===== config.mk =====
export PLATFORM = sky130hd
export DESIGN_NAME = dispatch_queue
export DESIGN_NICKNAME = d
export VERILOG_FILES = /design/src/rtl/dispatch_queue.sv
export SDC_FILE = /design/constraint.sdc
export NUM_CORES = 1
export LEC_CHECK = 0
export ABC_AREA = 1
export CAP_MARGIN = 20
export CORE_MARGIN = 2
export CORE_UTILIZATION = 25
export CTS_BUF_LIST = sky130_fd_sc_hd__clkbuf_8
export DETAILED_ROUTE_END_ITERATION = 8
export DONT_BUFFER_PORTS = 1
export SLEW_MARGIN = 5
export SYNTH_ARGS = -nofsm -noshare
export SYNTH_HDL_FRONTEND = slang
export SYNTH_SLANG_ARGS = --single-unit
export TNS_END_PERCENT = 50

===== constraint.sdc =====
create_clock -name clk -period 10.89 [get_ports clk]
set_input_delay 0.5445 -clock clk [delete_from_list [all_inputs] [get_ports clk]]
set_output_delay 0.5445 -clock clk [all_outputs]
set_load 0.01 [all_outputs]

===== src/rtl/dispatch_queue.sv =====
// Instruction queue between fetch and the back end: buffers decoded instructions, resolves
// source operands at issue time, renames rd and routes each instruction to the RS or the LSB.
module dispatch_queue #(
    parameter int unsigned DEPTH    = 4,
    parameter int unsigned NUM_CDB  = 2,
    parameter int unsigned ROB_ID_W = 4,
    parameter int unsigned OPE_W    = 6
) (
    input  logic                         clk,
    input  logic                         rst,
    input  logic                         rdy,
    input  logic                         mispredict,
    input  logic                         if_valid,
    output logic                         if_ready,
    input  logic [31:0]                  if_pc,
    input  logic [31:0]                  if_pred_pc,
    input  logic                         if_pred_jump,
    input  logic [31:0]                  if_code,
    input  logic [OPE_W-1:0]             if_type,
    input  logic                         if_is_mem,
    input  logic [4:0]                   if_rd,
    input  logic [4:0]                   if_rs1,
    input  logic [4:0]                   if_rs2,
    input  logic [31:0]                  if_imm,
    output logic [4:0]                   rs1_to_reg,
    output logic [4:0]                   rs2_to_reg,
    input  logic [31:0]                  Vj_from_reg,
    input  logic [31:0]                  Vk_from_reg,
    input  logic [ROB_ID_W-1:0]          Qj_from_reg,
    input  logic [ROB_ID_W-1:0]          Qk_from_reg,
    output logic [ROB_ID_W-1:0]          Qj_to_rob,
    output logic [ROB_ID_W-1:0]          Qk_to_rob,
    input  logic                         Qj_ready_from_rob,
    input  logic                         Qk_ready_from_rob,
    input  logic [31:0]                  Vj_from_rob,
    input  logic [31:0]                  Vk_from_rob,
    input  logic [NUM_CDB-1:0]           cdb_valid,
    input  logic [NUM_CDB*ROB_ID_W-1:0]  cdb_rob_id,
    input  logic [NUM_CDB*32-1:0]        cdb_value,
    input  logic [ROB_ID_W-1:0]          rob_id,
    input  logic                         rob_full,
    input  logic                         rs_full,
    input  logic                         lsb_full,
    output logic                         enable_to_rob,
    output logic                         enable_to_rs,
    output logic                         enable_to_lsb,
    output logic                         enable_to_reg,
    output logic [31:0]                  Vj_out,
    output logic [31:0]                  Vk_out,
    output logic [ROB_ID_W-1:0]          Qj_out,
    output logic [ROB_ID_W-1:0]          Qk_out,
    output logic [OPE_W-1:0]             type_out,
    output logic [31:0]                  imm_out,
    output logic [31:0]                  pc_out,
    output logic [31:0]                  pred_pc_out,
    output logic [31:0]                  code_out,
    output logic                         pred_jump_out,
    output logic [4:0]                   rd_out,
    output logic [ROB_ID_W-1:0]          rob_id_out
);

    localparam int unsigned PTR_W = $clog2(DEPTH);
    localparam int unsigned CNT_W = PTR_W + 1;

    // Entry storage; contents are only meaningful between head and tail.
    logic [31:0]      r_pc        [DEPTH];
    logic [31:0]      r_pred_pc   [DEPTH];
    logic             r_pred_jump [DEPTH];
    logic [31:0]      r_code      [DEPTH];
    logic [OPE_W-1:0] r_type      [DEPTH];
    logic             r_is_mem    [DEPTH];
    logic [4:0]       r_rd        [DEPTH];
    logic [4:0]       r_rs1       [DEPTH];
    logic [4:0]       r_rs2       [DEPTH];
    logic [31:0]      r_imm       [DEPTH];

    logic [PTR_W-1:0] r_head;
    logic [PTR_W-1:0] r_tail;
    logic [CNT_W-1:0] r_count;

    logic                r_en_rob;
    logic                r_en_rs;
    logic                r_en_lsb;
    logic                r_en_reg;
    logic [31:0]         r_vj;
    logic [31:0]         r_vk;
    logic [ROB_ID_W-1:0] r_qj;
    logic [ROB_ID_W-1:0] r_qk;
    logic [OPE_W-1:0]    r_type_out;
    logic [31:0]         r_imm_out;
    logic [31:0]         r_pc_out;
    logic [31:0]         r_pred_pc_out;
    logic [31:0]         r_code_out;
    logic                r_pred_jump_out;
    logic [4:0]          r_rd_out;
    logic [ROB_ID_W-1:0] r_rob_id_out;

    logic                w_push;
    logic                w_issue;
    logic                w_head_mem;
    logic [31:0]         w_vj;
    logic [31:0]         w_vk;
    logic [ROB_ID_W-1:0] w_qj;
    logic [ROB_ID_W-1:0] w_qk;

    // Returns {tag, value}; the lowest-index matching CDB channel wins over the ROB.
    function automatic logic [ROB_ID_W+31:0] resolve(
        input logic [ROB_ID_W-1:0] q,
        input logic [31:0]         v_reg,
        input logic                rob_ready,
        input logic [31:0]         v_rob
    );
        logic                  found;
        logic [ROB_ID_W+31:0]  res;
        found = 1'b0;
        res   = {q, 32'd0};
        if (q == '0) begin
            res = {q, v_reg};
        end else begin
            for (int i = 0; i < NUM_CDB; i++) begin
                if (!found && cdb_valid[i] && cdb_rob_id[i*ROB_ID_W +: ROB_ID_W] == q) begin
                    res   = {{ROB_ID_W{1'b0}}, cdb_value[i*32 +: 32]};
                    found = 1'b1;
                end
            end
            if (!found && rob_ready) begin
                res = {{ROB_ID_W{1'b0}}, v_rob};
            end
        end
        return res;
    endfunction

    assign if_ready   = (r_count != CNT_W'(DEPTH));
    assign w_push     = if_valid && if_ready;
    assign w_head_mem = r_is_mem[r_head];
    assign w_issue    = (r_count != '0) && !rob_full && (w_head_mem ? !lsb_full : !rs_full);

    assign rs1_to_reg = r_rs1[r_head];
    assign rs2_to_reg = r_rs2[r_head];
    assign Qj_to_rob  = Qj_from_reg;
    assign Qk_to_rob  = Qk_from_reg;

    always_comb begin
        {w_qj, w_vj} = resolve(Qj_from_reg, Vj_from_reg, Qj_ready_from_rob, Vj_from_rob);
        {w_qk, w_vk} = resolve(Qk_from_reg, Vk_from_reg, Qk_ready_from_rob, Vk_from_rob);
    end

    always_ff @(posedge clk) begin
        if (rdy && !rst && !mispredict && w_push) begin
            r_pc[r_tail]        <= if_pc;
            r_pred_pc[r_tail]   <= if_pred_pc;
            r_pred_jump[r_tail] <= if_pred_jump;
            r_code[r_tail]      <= if_code;
            r_type[r_tail]      <= if_type;
            r_is_mem[r_tail]    <= if_is_mem;
            r_rd[r_tail]        <= if_rd;
            r_rs1[r_tail]       <= if_rs1;
            r_rs2[r_tail]       <= if_rs2;
            r_imm[r_tail]       <= if_imm;
        end
    end

    always_ff @(posedge clk) begin
        if (rst || mispredict) begin
            r_head          <= '0;
            r_tail          <= '0;
            r_count         <= '0;
            r_en_rob        <= 1'b0;
            r_en_rs         <= 1'b0;
            r_en_lsb        <= 1'b0;
            r_en_reg        <= 1'b0;
            r_vj            <= '0;
            r_vk            <= '0;
            r_qj            <= '0;
            r_qk            <= '0;
            r_type_out      <= '0;
            r_imm_out       <= '0;
            r_pc_out        <= '0;
            r_pred_pc_out   <= '0;
            r_code_out      <= '0;
            r_pred_jump_out <= 1'b0;
            r_rd_out        <= '0;
            r_rob_id_out    <= '0;
        end else if (rdy) begin
            r_en_rob <= w_issue;
            r_en_rs  <= w_issue && !w_head_mem;
            r_en_lsb <= w_issue && w_head_mem;
            r_en_reg <= w_issue && (r_rd[r_head] != 5'd0);
            if (w_push) begin
                r_tail <= r_tail + 1'b1;
            end
            if (w_issue) begin
                r_head          <= r_head + 1'b1;
                r_vj            <= w_vj;
                r_vk            <= w_vk;
                r_qj            <= w_qj;
                r_qk            <= w_qk;
                r_type_out      <= r_type[r_head];
                r_imm_out       <= r_imm[r_head];
                r_pc_out        <= r_pc[r_head];
                r_pred_pc_out   <= r_pred_pc[r_head];
                r_code_out      <= r_code[r_head];
                r_pred_jump_out <= r_pred_jump[r_head];
                r_rd_out        <= r_rd[r_head];
                r_rob_id_out    <= rob_id;
            end
            if (w_push && !w_issue) begin
                r_count <= r_count + 1'b1;
            end else if (!w_push && w_issue) begin
                r_count <= r_count - 1'b1;
            end
        end
    end

    assign enable_to_rob = r_en_rob;
    assign enable_to_rs  = r_en_rs;
    assign enable_to_lsb = r_en_lsb;
    assign enable_to_reg = r_en_reg;
    assign Vj_out        = r_vj;
    assign Vk_out        = r_vk;
    assign Qj_out        = r_qj;
    assign Qk_out        = r_qk;
    assign type_out      = r_type_out;
    assign imm_out       = r_imm_out;
    assign pc_out        = r_pc_out;
    assign pred_pc_out   = r_pred_pc_out;
    assign code_out      = r_code_out;
    assign pred_jump_out = r_pred_jump_out;
    assign rd_out        = r_rd_out;
    assign rob_id_out    = r_rob_id_out;

endmodule

**Yosys cells after proc, flatten, opt, wreduce, memory -nomap -nowiden**

Memories as Yosys holds them, arrays and structs flattened. A register that Yosys moved wholly into a read port is not among the register bits.
Index checks and enable logic that the tools add are counted.

- Register bits: 92
- Bits in writable memories: 604
- Bits of input ports: 375
- Output and inout port bits: 239
- Word-level logic and storage cells: 101
- Memories kept: 10

Memory list:

| name | words | width | rd ports | clocked after memory_dff | wr ports | RTL line | source |
|---|---|---|---|---|---|---|---|
| r_code | 4 | 32 | 1 | 1 | 1 | 69 | `logic [31:0] r_code [DEPTH];` |
| r_imm | 4 | 32 | 1 | 1 | 1 | 75 | `logic [31:0] r_imm [DEPTH];` |
| r_pc | 4 | 32 | 1 | 1 | 1 | 66 | `logic [31:0] r_pc [DEPTH];` |
| r_pred_pc | 4 | 32 | 1 | 1 | 1 | 67 | `logic [31:0] r_pred_pc [DEPTH];` |
| r_type | 4 | 6 | 1 | 1 | 1 | 70 | `logic [OPE_W-1:0] r_type [DEPTH];` |
| r_rd | 4 | 5 | 1 | 1 | 1 | 72 | `logic [4:0] r_rd [DEPTH];` |
| 4 more memories | n/a | n/a | n/a | n/a | n/a | n/a |  |

- Add/subtract/negate cells: 4
- Equal/unequal tests: 5
- Multiplexer cells: 29
- Reduce and logical (&&, ||, !) cells: 40

Operators by type and width:

| kind | count |
|---|---|
| $mux W36 | 8 |
| $logic_and A1 B1 Y1 | 19 |
| $eq A4 B4 Y1 | 4 |
| $mux W2 | 8 |
| $logic_not A1 Y1 | 12 |
| $mux W1 | 11 |
| $logic_not A4 Y1 | 2 |
| $mux W3 | 2 |
| $reduce_and A2 Y1 | 3 |
| $reduce_bool A5 Y1 | 1 |
| $add A2 B1 Y2 const B | 2 |
| $add A3 B1 Y3 const B | 1 |
| $ne A3 B3 Y1 const B | 1 |
| $reduce_bool A3 Y1 | 1 |
| $sub A3 B1 Y3 const B | 1 |
| $reduce_bool A2 Y1 | 1 |
| $logic_or A1 B1 Y1 | 1 |

**Depth between registers and ports, before layout**

- Depth after elaboration: 13
- Mapped depth: 16
- Gate-level depth less buffers: 16

**Least setup slack after synthesis**

Ideal clock, no wire load.

- Path kind: input-to-reg
- Start: in rdy
- End: mem r_code[0][0] (enable)
- Library setup time: 664 ps
- Arrival time: 7548 ps
- Data required time: 10226 ps
- Setup slack: 2679 ps
- Stages: 5
- Buffers on the path: 1
- Cells stage by stage: clkbuf_1 -> inv_1 -> nor2_1 -> nand2_1 -> nor2_1

- Cells in the longest elaborated chain, start to end: 5

Ends and longest elaborated chain:

| item | RTL line | source |
|---|---|---|
| start: declaration | 11 | `input logic rdy,` |
| $logic_and A1 B1 Y1 (3 in a row) | 149 | `if (rdy && !rst && !mispredict && w_push) begin` |
| $mux W1 | 149 |  |
| $mux W1 (implied by the code) | 153 | `r_code[r_tail] <= if_code;` |
| end: declaration | 69 |  |

Every way passes these cells.

==> impl_metrics.tcl <==
set metrics [dict create \
    whs_ns 0.153 \
    r2r_cells 14 \
    min_path_cells 4 \
    n_fill_cell 13300 \
    tightest_slew_ns 1.06 \
    path_common_cell "nand2_1" \
    multi_input_area_mm2 0.00904 \
    htreeDepth 4 \
    place.gp.congestion 0.896 \
    slowest_stage "buf_4" \
    grt_max_degree 146 \
    outcome "finished clean" \
    path_buf_inv 5 \
    yosysUniqueCellTypes 36 \
    ys_seq_area_frac 0.688 \
    slew_headroom 0.292 \
    ctsResizeCount 0 \
    clockBufferDepth 3 \
    hold_viol 0 \
    pin_count 614 \
    routed_wl_mm 108 \
    clock-sinks 833 \
    drive_gt1_frac 0.0788 \
    setup_violations 0 \
    seq_area_mm2 0.0227 \
    grt.overflow.total 0 \
    grt_use_total 0.156 \
    clock-root-buffer "clkbuf_8" \
    cp.depth 14 \
    synth_top_area_frac 0.549 \
    drc 0 \
    antenna_found_initial 13 \
    skew_ns 0.0513 \
    layout_common_cells "nor2_1 (858), edfxtp_1 (604), o21ai_0 (360), dlygate4sd3_1 (282), dfxtp_1 (227)" \
    yosysTopAreaCell "edfxtp_1" \
    max_freq_mhz 216 \
    syn-num-nets 3408 \
    rsz0062_at_grt "no" \
    port_buffers 0 \
    path_cells "buf_4, inv_2, nand2_1, nand2_1, nand2_1, nand2_1, nor2_4, nor2_8, nand2_8, inv_8, buf_4, o21ai_0, a21oi_1, dlygate4sd3_1" \
    arrival_ns 5.38 \
    wl_per_cell_um 21.0 \
    firstDrtPassIters 6 \
    antenna_left 0 \
    area_growth_pct 22.5 \
    clk_latency_ns 0.86 \
    power_per_cell_area_mw_per_mm2 164 \
    finalNetCount 3650 \
    place_hpwl_mm 67.2 \
    fin_crit_sh 0.425 \
    vias 24300 \
    p_leak_uw 0.0139 \
    ys_warn_count 0 \
    drt_iter0_drc 2038 \
    clkTransAtPathRegs_ns 0.06 \
    rows 133 \
    ir_drop_uv 157 \
    fin_crit_ns 4.62 \
    ys_ff_latch 833 \
    worstSetupStartpointType "flop" \
    die_area_mm2 0.135 \
    vias_per_cell 4.72 \
    syn_area_mm2 0.0330 \
    final_common_cell "nor2_1" \
    cts_tree "yes" \
    die_w_um 367 \
    chipHeight_um 367 \
    slew_viol_final 0 \
    grt_pass1_vias 23600 \
    critPathMaxStageDelay_ns 0.78 \
    start_util 0.252 \
    synthCells 3027 \
    hold_class "in -> reg" \
    cts_made_buffers 143 \
    required_ns 11.65 \
    crit_path_max_fanout 81 \
    cp_top_family "buffers and inverters" \
    fin_setup_tns_ns 0 \
    grt_pass1_wl_mm 157 \
    path_class "reg -> reg" \
    cp-end-kind "flop" \
    power_uw 6620 \
    synth.area.top_cells "edfxtp_1 (55%), dfxtp_1 (14%), nor2_1 (9.8%)" \
    maxCapViolations 0 \
    avgSynthCellArea_um2 10.9 \
    core-area_mm2 0.131 \
]
==> cells by family (layout without fill, tap and decap cells) <==
logic type | Yosys count | after routing | share of synthesized area
flops | 833 | 833 | 0.688
simple gates | 1128 | 1128 | 0.139
xor+xnor | 2 | 2 | 0.000758
buf+inv | 318 | 679 | 0.0403
fa+ha+maj | 6 | 6 | 0.00250
compound gates | 740 | 740 | 0.129
other cells | 0 | 9 | 0
==> cell type report <==
cell class / count / area share
timing repair buffer: 320 / 0.0778
tap: 1755 / 0.0543
antenna: 9 / 0.000557
inverter: 95 / 0.00919
clock buffer: 168 / 0.0572
clock inverter: 96 / 0.0154
multi-input combinational: 1876 / 0.223
sequential: 833 / 0.562
==> stage by stage <==
stage | setup WS (ns) | area, um2 | utilization | cells
2_1_floorplan | 2.68 | 33000 | - | 3027
3_3_place_gp | 6.33 | 34700 | 0.264 | 4597
3_5_place_dp | 6.38 | 34700 | 0.264 | 4597
4_1_cts | 6.24 | 40400 | 0.308 | 5143
5_1_grt | 5.79 | 40400 | 0.308 | 5151
6_report | 6.27 | 40400 | 0.308 | 5152
==> routing by layer <==
metal	vias up	GRT usage	share of wire
met5	-	0	0.00062
met4	10	0.0768	0.044
met3	239	0.0497	0.082
met2	976	0.274	0.51
met1	11800	0.168	0.36
li1	11300	-	-
==> synthesized netlist by cell type <==
master,number
a21oi_1,147
a21oi_4,1
a31oi_1,1
a32o_1,2
buf_1,12
buf_2,38
buf_4,20
buf_6,2
clkbuf_1,151
clkinv_1,1
dfxtp_1,229
edfxtp_1,604
fa_1,1
ha_1,5
inv_1,86
inv_2,8
nand2_1,109
nand2_4,1
nand3_1,89
nand3_2,2
nand3_4,2
nand4_1,53
nor2_1,864
nor2_4,4
nor2_8,1
nor4_1,1
nor4_2,1
o21ai_0,360
o21ai_1,72
o21bai_1,8
o22a_1,2
o22ai_1,12
o32ai_1,135
or2_1,1
xnor2_2,1
xor2_1,1
==> tightest hold or removal path: cells and delay by family <==
kind	cells	cell delay, ns
compound gates	2	0.25
simple gates	2	0.14
==> path summary, 6_finish.rpt <==
path	startpoint	endpoint	slack, ns
max	flop	Vj_out[28]	6.27
min	cdb_value[38]	Vj_out[6]	0.15
max reg2reg	flop	Vj_out[28]	6.27
min reg2reg	r_count[2]	r_count[2]	0.49
==> power by group <==
| part | switching (uW) | internal [uW] | leakage [uW] |
|---|---|---|---|
| Sequential | 15.0 | 3420 | 0.00729 |
| Clock | 1330 | 1520 | 0.00170 |
| Combinational | 209 | 119 | 0.00489 |
| Total | 1550 | 5060 | 0.0139 |
==> timing repair <==
| action | CTS | global route |
|---|---|---|
| buffers inserted | 0 | 0 |
| hold buffers | 282 | 0 |
| hold endpoints to repair | 684 | 0 |
(Power assumes the default switching activity.)
